**config.mk**
```make
export PLATFORM = sky130hd
export DESIGN_NAME = tone_analyzer
export DESIGN_NICKNAME = d
export VERILOG_FILES = /design/src/rtl/tone_analyzer_pkg.sv /design/src/rtl/tone_window_stats.sv /design/src/rtl/tone_analyzer.sv
export SDC_FILE = /design/constraint.sdc
export NUM_CORES = 1
export LEC_CHECK = 0
export CORE_UTILIZATION = 38
export CTS_BUF_LIST = sky130_fd_sc_hd__clkbuf_2
export DETAILED_ROUTE_END_ITERATION = 8
export PLACE_DENSITY_LB_ADDON = 0.12
export SKIP_CTS_REPAIR_TIMING = 1
export SLEW_MARGIN = 5
export SYNTH_ARGS = -nofsm -noshare
export SYNTH_HDL_FRONTEND = slang
export SYNTH_SLANG_ARGS = --single-unit
```
**constraint.sdc**
```tcl
create_clock -name clk -period 5.62 [get_ports clk]
set_input_delay 1.405 -clock clk [delete_from_list [all_inputs] [get_ports clk]]
set_output_delay 1.405 -clock clk [all_outputs]
set_load 0.05 [all_outputs]
```
**src/rtl/tone_analyzer_pkg.sv**
```systemverilog
// Shared types and constants for the tone analyzer: FSM states, control-register
// bit positions and the smallest legal measurement window.
package tone_analyzer_pkg;

   typedef enum logic [1:0] {
      IDLE    = 2'd0,
      MEASURE = 2'd1,
      DONE    = 2'd2
   } state_t;

   localparam int CTRL_START = 0;
   localparam int CTRL_CONT  = 1;
   localparam int MIN_WINDOW = 2;

endpackage

```
**src/rtl/tone_window_stats.sv**
```systemverilog
// Per-window running max/min and rising zero-crossing accumulator for one signed rail.
// The nxt_* outputs already include the sample presented this cycle.
module tone_window_stats #(
   parameter int DATA_W = 16,
   parameter int CNT_W  = 20
) (
   input  logic                     clk,
   input  logic                     init,
   input  logic                     accept,
   input  logic signed [DATA_W-1:0] sample,
   output logic signed [DATA_W-1:0] nxt_max,
   output logic signed [DATA_W-1:0] nxt_min,
   output logic [CNT_W-1:0]         nxt_zc
);

   logic signed [DATA_W-1:0] prev_i;
   logic signed [DATA_W-1:0] run_max;
   logic signed [DATA_W-1:0] run_min;
   logic [CNT_W-1:0]         zc_run;
   logic                     crossing;

   function automatic logic [CNT_W-1:0] sat_inc(input logic [CNT_W-1:0] v);
      return (v == {CNT_W{1'b1}}) ? v : v + CNT_W'(1);
   endfunction

   // Rising crossing: previous sample negative, current one zero or positive.
   assign crossing = prev_i[DATA_W-1] & ~sample[DATA_W-1];

   always_comb begin
      nxt_max = sample;
      nxt_min = sample;
      nxt_zc  = '0;
      if (!init) begin
         nxt_max = (sample > run_max) ? sample : run_max;
         nxt_min = (sample < run_min) ? sample : run_min;
         nxt_zc  = crossing ? sat_inc(zc_run) : zc_run;
      end
   end

   always_ff @(posedge clk) begin
      if (accept) begin
         prev_i  <= sample;
         run_max <= nxt_max;
         run_min <= nxt_min;
         zc_run  <= nxt_zc;
      end
   end

endmodule

```
**src/rtl/tone_analyzer.sv**
```systemverilog
// AXI-stream sink that measures an I/Q tone over a programmable window of samples,
// reporting rising zero crossings, signed I extremes and peak amplitude per window.
module tone_analyzer
   import tone_analyzer_pkg::*;
#(
   parameter logic [7:0] SR_WINDOW      = 8'd131,
   parameter logic [7:0] SR_CTRL        = 8'd132,
   parameter int         CNT_W          = 20,
   parameter int         WINDOW_DEFAULT = 1024
) (
   input  logic               clk,
   input  logic               reset_n,
   input  logic               clear,
   input  logic               set_stb,
   input  logic [7:0]         set_addr,
   input  logic [31:0]        set_data,
   input  logic [31:0]        i_tdata,
   input  logic               i_tlast,
   input  logic               i_tvalid,
   output logic               i_tready,
   output logic               busy,
   output logic               done_stb,
   output logic [CNT_W-1:0]   zc_count,
   output logic signed [15:0] max_i,
   output logic signed [15:0] min_i,
   output logic [15:0]        amplitude
);

   state_t           state;
   state_t           state_nxt;
   logic [CNT_W-1:0] win_reg;
   logic [CNT_W-1:0] win_nxt;
   logic [CNT_W-1:0] win_latched;
   logic [CNT_W-1:0] sample_cnt;
   logic             cont_reg;
   logic             first_smp;
   logic             rdy_r;
   logic             wr_win;
   logic             wr_ctrl;
   logic             ctrl_start;
   logic             ctrl_abort;
   logic             accept;
   logic             last_smp;
   logic             win_start;

   logic signed [15:0] stat_max;
   logic signed [15:0] stat_min;
   logic [CNT_W-1:0]   stat_zc;

   logic unused_inputs;
   assign unused_inputs = ^{i_tlast, i_tdata[31:16], set_data[31:CNT_W]};

   function automatic logic [CNT_W-1:0] clamp_window(input logic [CNT_W-1:0] w);
      return (w < CNT_W'(MIN_WINDOW)) ? CNT_W'(MIN_WINDOW) : w;
   endfunction

   // Span is formed at 17 bits so full-scale extremes cannot wrap before halving.
   function automatic logic [15:0] half_span(input logic signed [15:0] hi,
                                             input logic signed [15:0] lo);
      logic signed [16:0] span;
      span = 17'(hi) - 17'(lo);
      return 16'(span >>> 1);
   endfunction

   assign wr_win     = set_stb && (set_addr == SR_WINDOW);
   assign wr_ctrl    = set_stb && (set_addr == SR_CTRL);
   assign ctrl_start = wr_ctrl &&  set_data[CTRL_START];
   assign ctrl_abort = wr_ctrl && !set_data[CTRL_START];

   // A window write landing on the same edge as a window start must still be seen.
   assign win_nxt = wr_win ? clamp_window(set_data[CNT_W-1:0]) : win_reg;

   assign i_tready  = rdy_r;
   assign accept    = i_tvalid && rdy_r && (state == MEASURE);
   assign last_smp  = accept && (sample_cnt == win_latched - CNT_W'(1));
   assign win_start = (state_nxt == MEASURE) && (state != MEASURE);

   always_ff @(posedge clk or negedge reset_n) begin
      if (!reset_n) state <= IDLE;
      else          state <= state_nxt;
   end

   always_comb begin
      state_nxt = state;
      case (state)
         IDLE: begin
            if (ctrl_start) state_nxt = MEASURE;
         end
         MEASURE: begin
            if (ctrl_abort)    state_nxt = IDLE;
            else if (last_smp) state_nxt = DONE;
         end
         DONE: begin
            state_nxt = (cont_reg && !ctrl_abort) ? MEASURE : IDLE;
         end
         default: state_nxt = IDLE;
      endcase
      if (clear) state_nxt = IDLE;
   end

   always_comb begin
      busy     = 1'b0;
      done_stb = 1'b0;
      case (state)
         MEASURE: busy     = 1'b1;
         DONE:    done_stb = 1'b1;
         default: ;
      endcase
   end

   always_ff @(posedge clk or negedge reset_n) begin
      if (!reset_n) begin
         rdy_r    <= 1'b0;
         win_reg  <= CNT_W'(WINDOW_DEFAULT);
         cont_reg <= 1'b0;
      end else begin
         rdy_r <= 1'b1;
         if (clear) begin
            win_reg  <= CNT_W'(WINDOW_DEFAULT);
            cont_reg <= 1'b0;
         end else begin
            win_reg <= win_nxt;
            if (wr_ctrl) cont_reg <= set_data[CTRL_CONT];
         end
      end
   end

   always_ff @(posedge clk or negedge reset_n) begin
      if (!reset_n) begin
         win_latched <= CNT_W'(WINDOW_DEFAULT);
         sample_cnt  <= '0;
         first_smp   <= 1'b0;
      end else if (win_start) begin
         win_latched <= win_nxt;
         sample_cnt  <= '0;
         first_smp   <= 1'b1;
      end else if (accept) begin
         sample_cnt <= sample_cnt + CNT_W'(1);
         first_smp  <= 1'b0;
      end
   end

   tone_window_stats #(
      .DATA_W (16),
      .CNT_W  (CNT_W)
   ) u_stats_i (
      .clk     (clk),
      .init    (first_smp),
      .accept  (accept),
      .sample  ($signed(i_tdata[15:0])),
      .nxt_max (stat_max),
      .nxt_min (stat_min),
      .nxt_zc  (stat_zc)
   );

   // Results land on the edge that enters DONE, so they are valid alongside done_stb.
   always_ff @(posedge clk or negedge reset_n) begin
      if (!reset_n) begin
         zc_count  <= '0;
         max_i     <= '0;
         min_i     <= '0;
         amplitude <= '0;
      end else if (clear) begin
         zc_count  <= '0;
         max_i     <= '0;
         min_i     <= '0;
         amplitude <= '0;
      end else if (state_nxt == DONE) begin
         zc_count  <= stat_zc;
         max_i     <= stat_max;
         min_i     <= stat_min;
         amplitude <= half_span(stat_max, stat_min);
      end
   end

endmodule

```
# [Yosys cells after proc, flatten, opt, wreduce, memory -nomap -nowiden]
# Index checks and enable logic that the tools add are counted.
[totals] ff_bits=201 inputBits=78 output_inout_bits=71 elab_cells=80
[classes] n_addsub=4 magnitude_cmp=3 eq_ne=9 muxes=32 bitwise_logic=2 n_reduce_logical=15
[op_table] cell="$mux 20" count=10
[op_table] cell="$mux 16" count=10
[op_table] cell="$add 20x1->20 const B" count=2
[op_table] cell="$eq 20x20->1" count=1
[op_table] cell="$eq 20x20->1 const B" count=1
[op_table] cell="$lt 20x2->1 const B" count=1
[op_table] cell="$sub 20x1->20 const B" count=1
[op_table] cell="$sub 16x16->17" count=1
[op_table] cell="$eq 8x8->1 const B" count=2
[op_table] cell="$gt 16x16->1" count=1
[op_table] cell="$lt 16x16->1" count=1
[op_table] cell="$logic_and 1x1->1" count=9
[op_table] cell="$mux 2" count=4
[op_table] cell="$mux 1" count=7
[op_table] cell="$pmux 2 s3" count=1
[op_table] cell="$reduce_bool 2->1" count=3
[op_table] cell="$eq 2x1->1 const B" count=2
[op_table] cell="$eq 2x2->1 const B" count=2
[op_table] cell="$logic_not 1->1" count=2
[op_table] cell="$logic_not 2->1" count=1
[op_table] cell="$ne 2x1->1 const B" count=1
[op_table] cell="$and 1x1->1" count=1
[op_table] cell="$not 1->1" count=1

# [Longest topological paths before layout]
[depth] word_depth=11 depth_mapped=21 ltp_nobuf=20

# [Modules after synthesis]
# A second synthesis with hierarchy kept.
[unflattened] hier_cells=988 hier_area_um2=10794.1
[by_module_without_submodules] module="tone_analyzer" n_inst=1 cells_each=693 area_per_inst_um2=7354.6 seq_area_each_um2=3330.7
[by_module_without_submodules] module="tone_window_stats" n_inst=1 cells_each=295 area_per_inst_um2=3439.5 seq_area_each_um2=1591.5

# [Least setup slack after synthesis]
# OpenSTA, ideal clock, no wires.
[synth_timing] kind="input port to flip-flop" startpoint="input port i_tdata[6]" endpoint="register amplitude[15]" setup_ns=0.124 t_arrival_ns=5.172 required_time_ns=5.496 setup_slack_ns=0.325 cell_stages=20 path_buffers=1 path_cell_list="ha_1 > o21a_1 > o21ai_0 > a2111oi_0 > a211oi_1 > o221ai_1 > clkbuf_1 > nor2_1 > a21oi_1 > inv_1 > fa_1 > nor2b_1 > o21ai_0 > a21boi_0 > o21bai_1 > a21o_1 > a21oi_1 > o41ai_1 > a31oi_1 > o21ai_1"
[synth_via] elab_chain_len=6
[synth_rtl] item="from (decl)" line="tone_analyzer.sv:17" rtl="input logic [31:0] i_tdata,"
[synth_rtl] item="$lt 16x16->1" line="tone_window_stats.sv:35" rtl="nxt_min = (sample < run_min) ? sample : run_min;"
[synth_rtl] item="$mux 16" line="tone_window_stats.sv:35"
[synth_rtl] item="$mux 16" line="tone_window_stats.sv:33" rtl="if (!init) begin"
[synth_rtl] item="named net stat_min[1]" line="tone_analyzer.sv:47" rtl="logic signed [15:0] stat_min;"
[synth_rtl] item="$sub 16x16->17" line="tone_analyzer.sv:61" rtl="span = 17'(hi) - 17'(lo);"
[synth_rtl] item="$mux 16" line="tone_analyzer.sv:168" rtl="end else if (state_nxt == DONE) begin"
[synth_rtl] item="$mux 16" line="tone_analyzer.sv:163" rtl="end else if (clear) begin"
[synth_rtl] item="to (signal assigned)" line="tone_analyzer.sv:172" rtl="amplitude <= half_span(stat_max, stat_min);"
[synth_rtl] item="to (decl)" line="tone_analyzer.sv:26" rtl="output logic [15:0] amplitude"
# The timed path passes the listed nets, and every way through them passes these cells. The select of a mux whose other input is x is not followed.
# A chain may end at the register's enable or synchronous reset.

# [Worst setup path in the final report]
[layout_timing] startpoint="input port i_tdata[5]" endpoint="register amplitude[15]"
# The elaborated chain is that of the path after synthesis.

==> metrics.yaml <==
min_to: "zc_count[18]"
grt_usage_pct: 21.0
drv_slew: 0
relSlewSlack_pct: 41.0
synth_top_area_share_pct: 31.7
initial_utilization_pct: 39.2
hold-path-cell-count: 2
synth-main-ff-cell: "dfrtp_1"
grt_overflow_total: 0
syn_nets: 1258
std_cell_rows: 59
wl_met2_mm: 12.0
holdWs_ns: 0.538
p_leak_nw: 5.73
drt_wl_total_mm: 28.4
fin_area_sq_um: 12900
post_dp_cell_area_sq_um: 12600
drtIter0Drc: 736
endpoint_kind: "flop"
final_cell_mix: "133 x nand2_1, 131 x dfrtp_1, 120 x nor2_1, 118 x buf_4, 117 x clkdlybuf4s50_1"
yosys_warnings: 0
powerDensity_nw_per_um2: 208
setup_ws_ns: 0.348
gp_congestion: 0.871
vias: 8734
drtPass1Iterations: 5
met1_length_mm: 14.7
min_path_type: "flop to flop"
r2r_setup_slack_ns: 1.10
avgSynthCellArea_sq_um: 9.14
dp_hpwl_mm: 20.9
grt_max_degree: 89
insertion_delay_ns: 0.78
drcViolationCount: 0
clock_path_buffers: 2
wl_per_cell_um: 16.9
slowest_delay_ns: 0.52
die-area_sq_um: 27900
post-place-ws_ns: -0.475
crit_required_ns: 6.27
viasPerCell: 5.19
clock_skew_ns: 0.0427
io_pins: 149
path_class: "input pin to flop"
cts.sink_count: 186
synth-seq-cells: 186
grt_pass1_vias: 8419
antenna_found_initial: 1
cp_slowest_cell: "clkdlybuf4s50_1"
grt_pass1_wl_mm: 46.2
core_area_sq_um: 26400
fin_nets: 1462
fill_cells: 2495
ys_seq_area_share_pct: 47.6
regToRegStartpoint: "u_stats_i.run_max[3]"
worstPathMaxFanout: 5
status: "complete, no violations"
die_y_um: 167
die_x_um: 167
worst_ir_drop_vdd_mv: 0.116
setup_tns_ns: 0
ys_types: 64
cts.reportedPaths.clkPinSlew_ns: 0.31
worst_slew_pin_slew_ns: 0.884
crit_path_cell_trace: "clkdlybuf4s50_1, ha_1, o21a_1, o21ai_0, a2111oi_0, buf_4, a211oi_1, o221ai_2, buf_4, a21oi_1, and2_1, fa_1, nor2b_1, o21ai_0, a21boi_1, o21bai_1, a21o_1, a21oi_1, o41ai_2, a31oi_1, o21ai_1"
final_hold_viol_count: 0
timing.rr.end: "amplitude[15]"
htree_num_levels: 4
port_buffers: 119
startpoint: "i_tdata[5]"
maxCapViolations: 0
top_layer: "met4"
postRouteAntennaNets: 0
min_from: "zc_count[18]"
crit_arrival_ns: 5.92
rsz0062_at_grt: "false"
synth_top_area_cell: "dfrtp_1"
cts_buffers: 17
fin_crit_sh_pct: 93.8
synth.cell_area_sq_um: 10300
synth_edf_count: 53
drive_gt1_share_pct: 12.5
setup-violations-final: 0
cts-root-buf: "clkbuf_2"
final_common_cell: "nand2_1"
synth.top_cells.by_area: "dfrtp_1 32%, edfxtp_1 15%, ha_1 5.9%, a21oi_1 5.0%, nand2_1 4.8%"
synth_cells: 1130
tritoncts: "built"
fmax_mhz: 190
syn2layout_area_growth_pct: 24.8
async_reset_ff_share_pct: 71.5
dr_wl_met3_mm: 1.42
fin_crit_ns: 5.27
ff2ff_path_depth: 20
crit_path_start_kind: "input pin"
## logic make-up after synthesis
family	synth area share (%)
fa+ha+maj	6.13
flops	47.6
simple gates	19.5
compound gates	14.7
mux	2.42
xor+xnor	4.83
buf+inv	4.67
other cells	0.0363
## power by group
part | internal, mW | switching, mW
Clock | 0.182 | 0.529
Sequential | 1.41 | 0.0214
Combinational | 0.253 | 0.291
## per-stage QoR
| stage | power, mW | instances | util (%) |
|---|---|---|---|
| 4_1_cts | 2.71 | 1682 | 48.9 |
| 2_1_floorplan | 1.71 | 1130 | - |
| 5_1_grt | 2.82 | 1684 | 48.9 |
| 3_5_place_dp | 1.99 | 1650 | 47.9 |
| 6_report | 2.68 | 1684 | 48.9 |
| 3_3_place_gp | 1.98 | 1650 | 47.9 |
## metal layers
| layer | track usage, % | vias to the layer above |
|---|---|---|
| li1 | - | 4383 |
| met1 | 32.6 | 4124 |
| met2 | 30.1 | 210 |
| met3 | 3.75 | 17 |
| met4 | 4.63 | 0 |
| met5 | 0 | - |
## critical path: cells and delay by family
| family | cells | cell delay [ns] |
|---|---|---|
| AO/OA/AOI/OAI | 14 | 2.54 |
| buffers and inverters | 3 | 0.91 |
| adder cells (fa/ha/maj) | 2 | 0.75 |
| AND/OR/NAND/NOR | 2 | 0.30 |
## synth_stat cells, drive strengths merged, types with 19 or more instances
cell type  instances
nand2            133
dfrtp            131
nor2             122
a21oi            103
inv               71
o21ai             67
nand3             62
edfxtp            53
ha                49
clkbuf            37
xor2              29
xnor2             28
mux2i             25
nand4             19
nor3              19
## how the worst max path moves through the flow
| stage | to | cells past startpoint | slack [ns] |
|---|---|---|---|
| 2_1_floorplan | amplitude[15] | 20 | 0.32 |
| 3_3_place_gp | amplitude[15] | 20 | -0.41 |
| 3_5_place_dp | amplitude[15] | 21 | -0.48 |
| 4_1_cts | amplitude[15] | 20 | 0.36 |
| 5_1_grt | amplitude[15] | 21 | 0.05 |
| 6_report | amplitude[15] | 21 | 0.35 |
## area by class of cell
cell class,instances,area (sq um),area share (%)
clock buffers,17,85.1,0.660
clock inverters,15,158,1.22
repair buffers,237,2070,16.1
inverters,71,267,2.07
flip-flops and latches,186,4920,38.2
diodes,2,5.00,0.0388
well taps,335,419,3.25
multi-input cells,821,4960,38.5
Note: power is estimated with default switching activity, not from simulation.
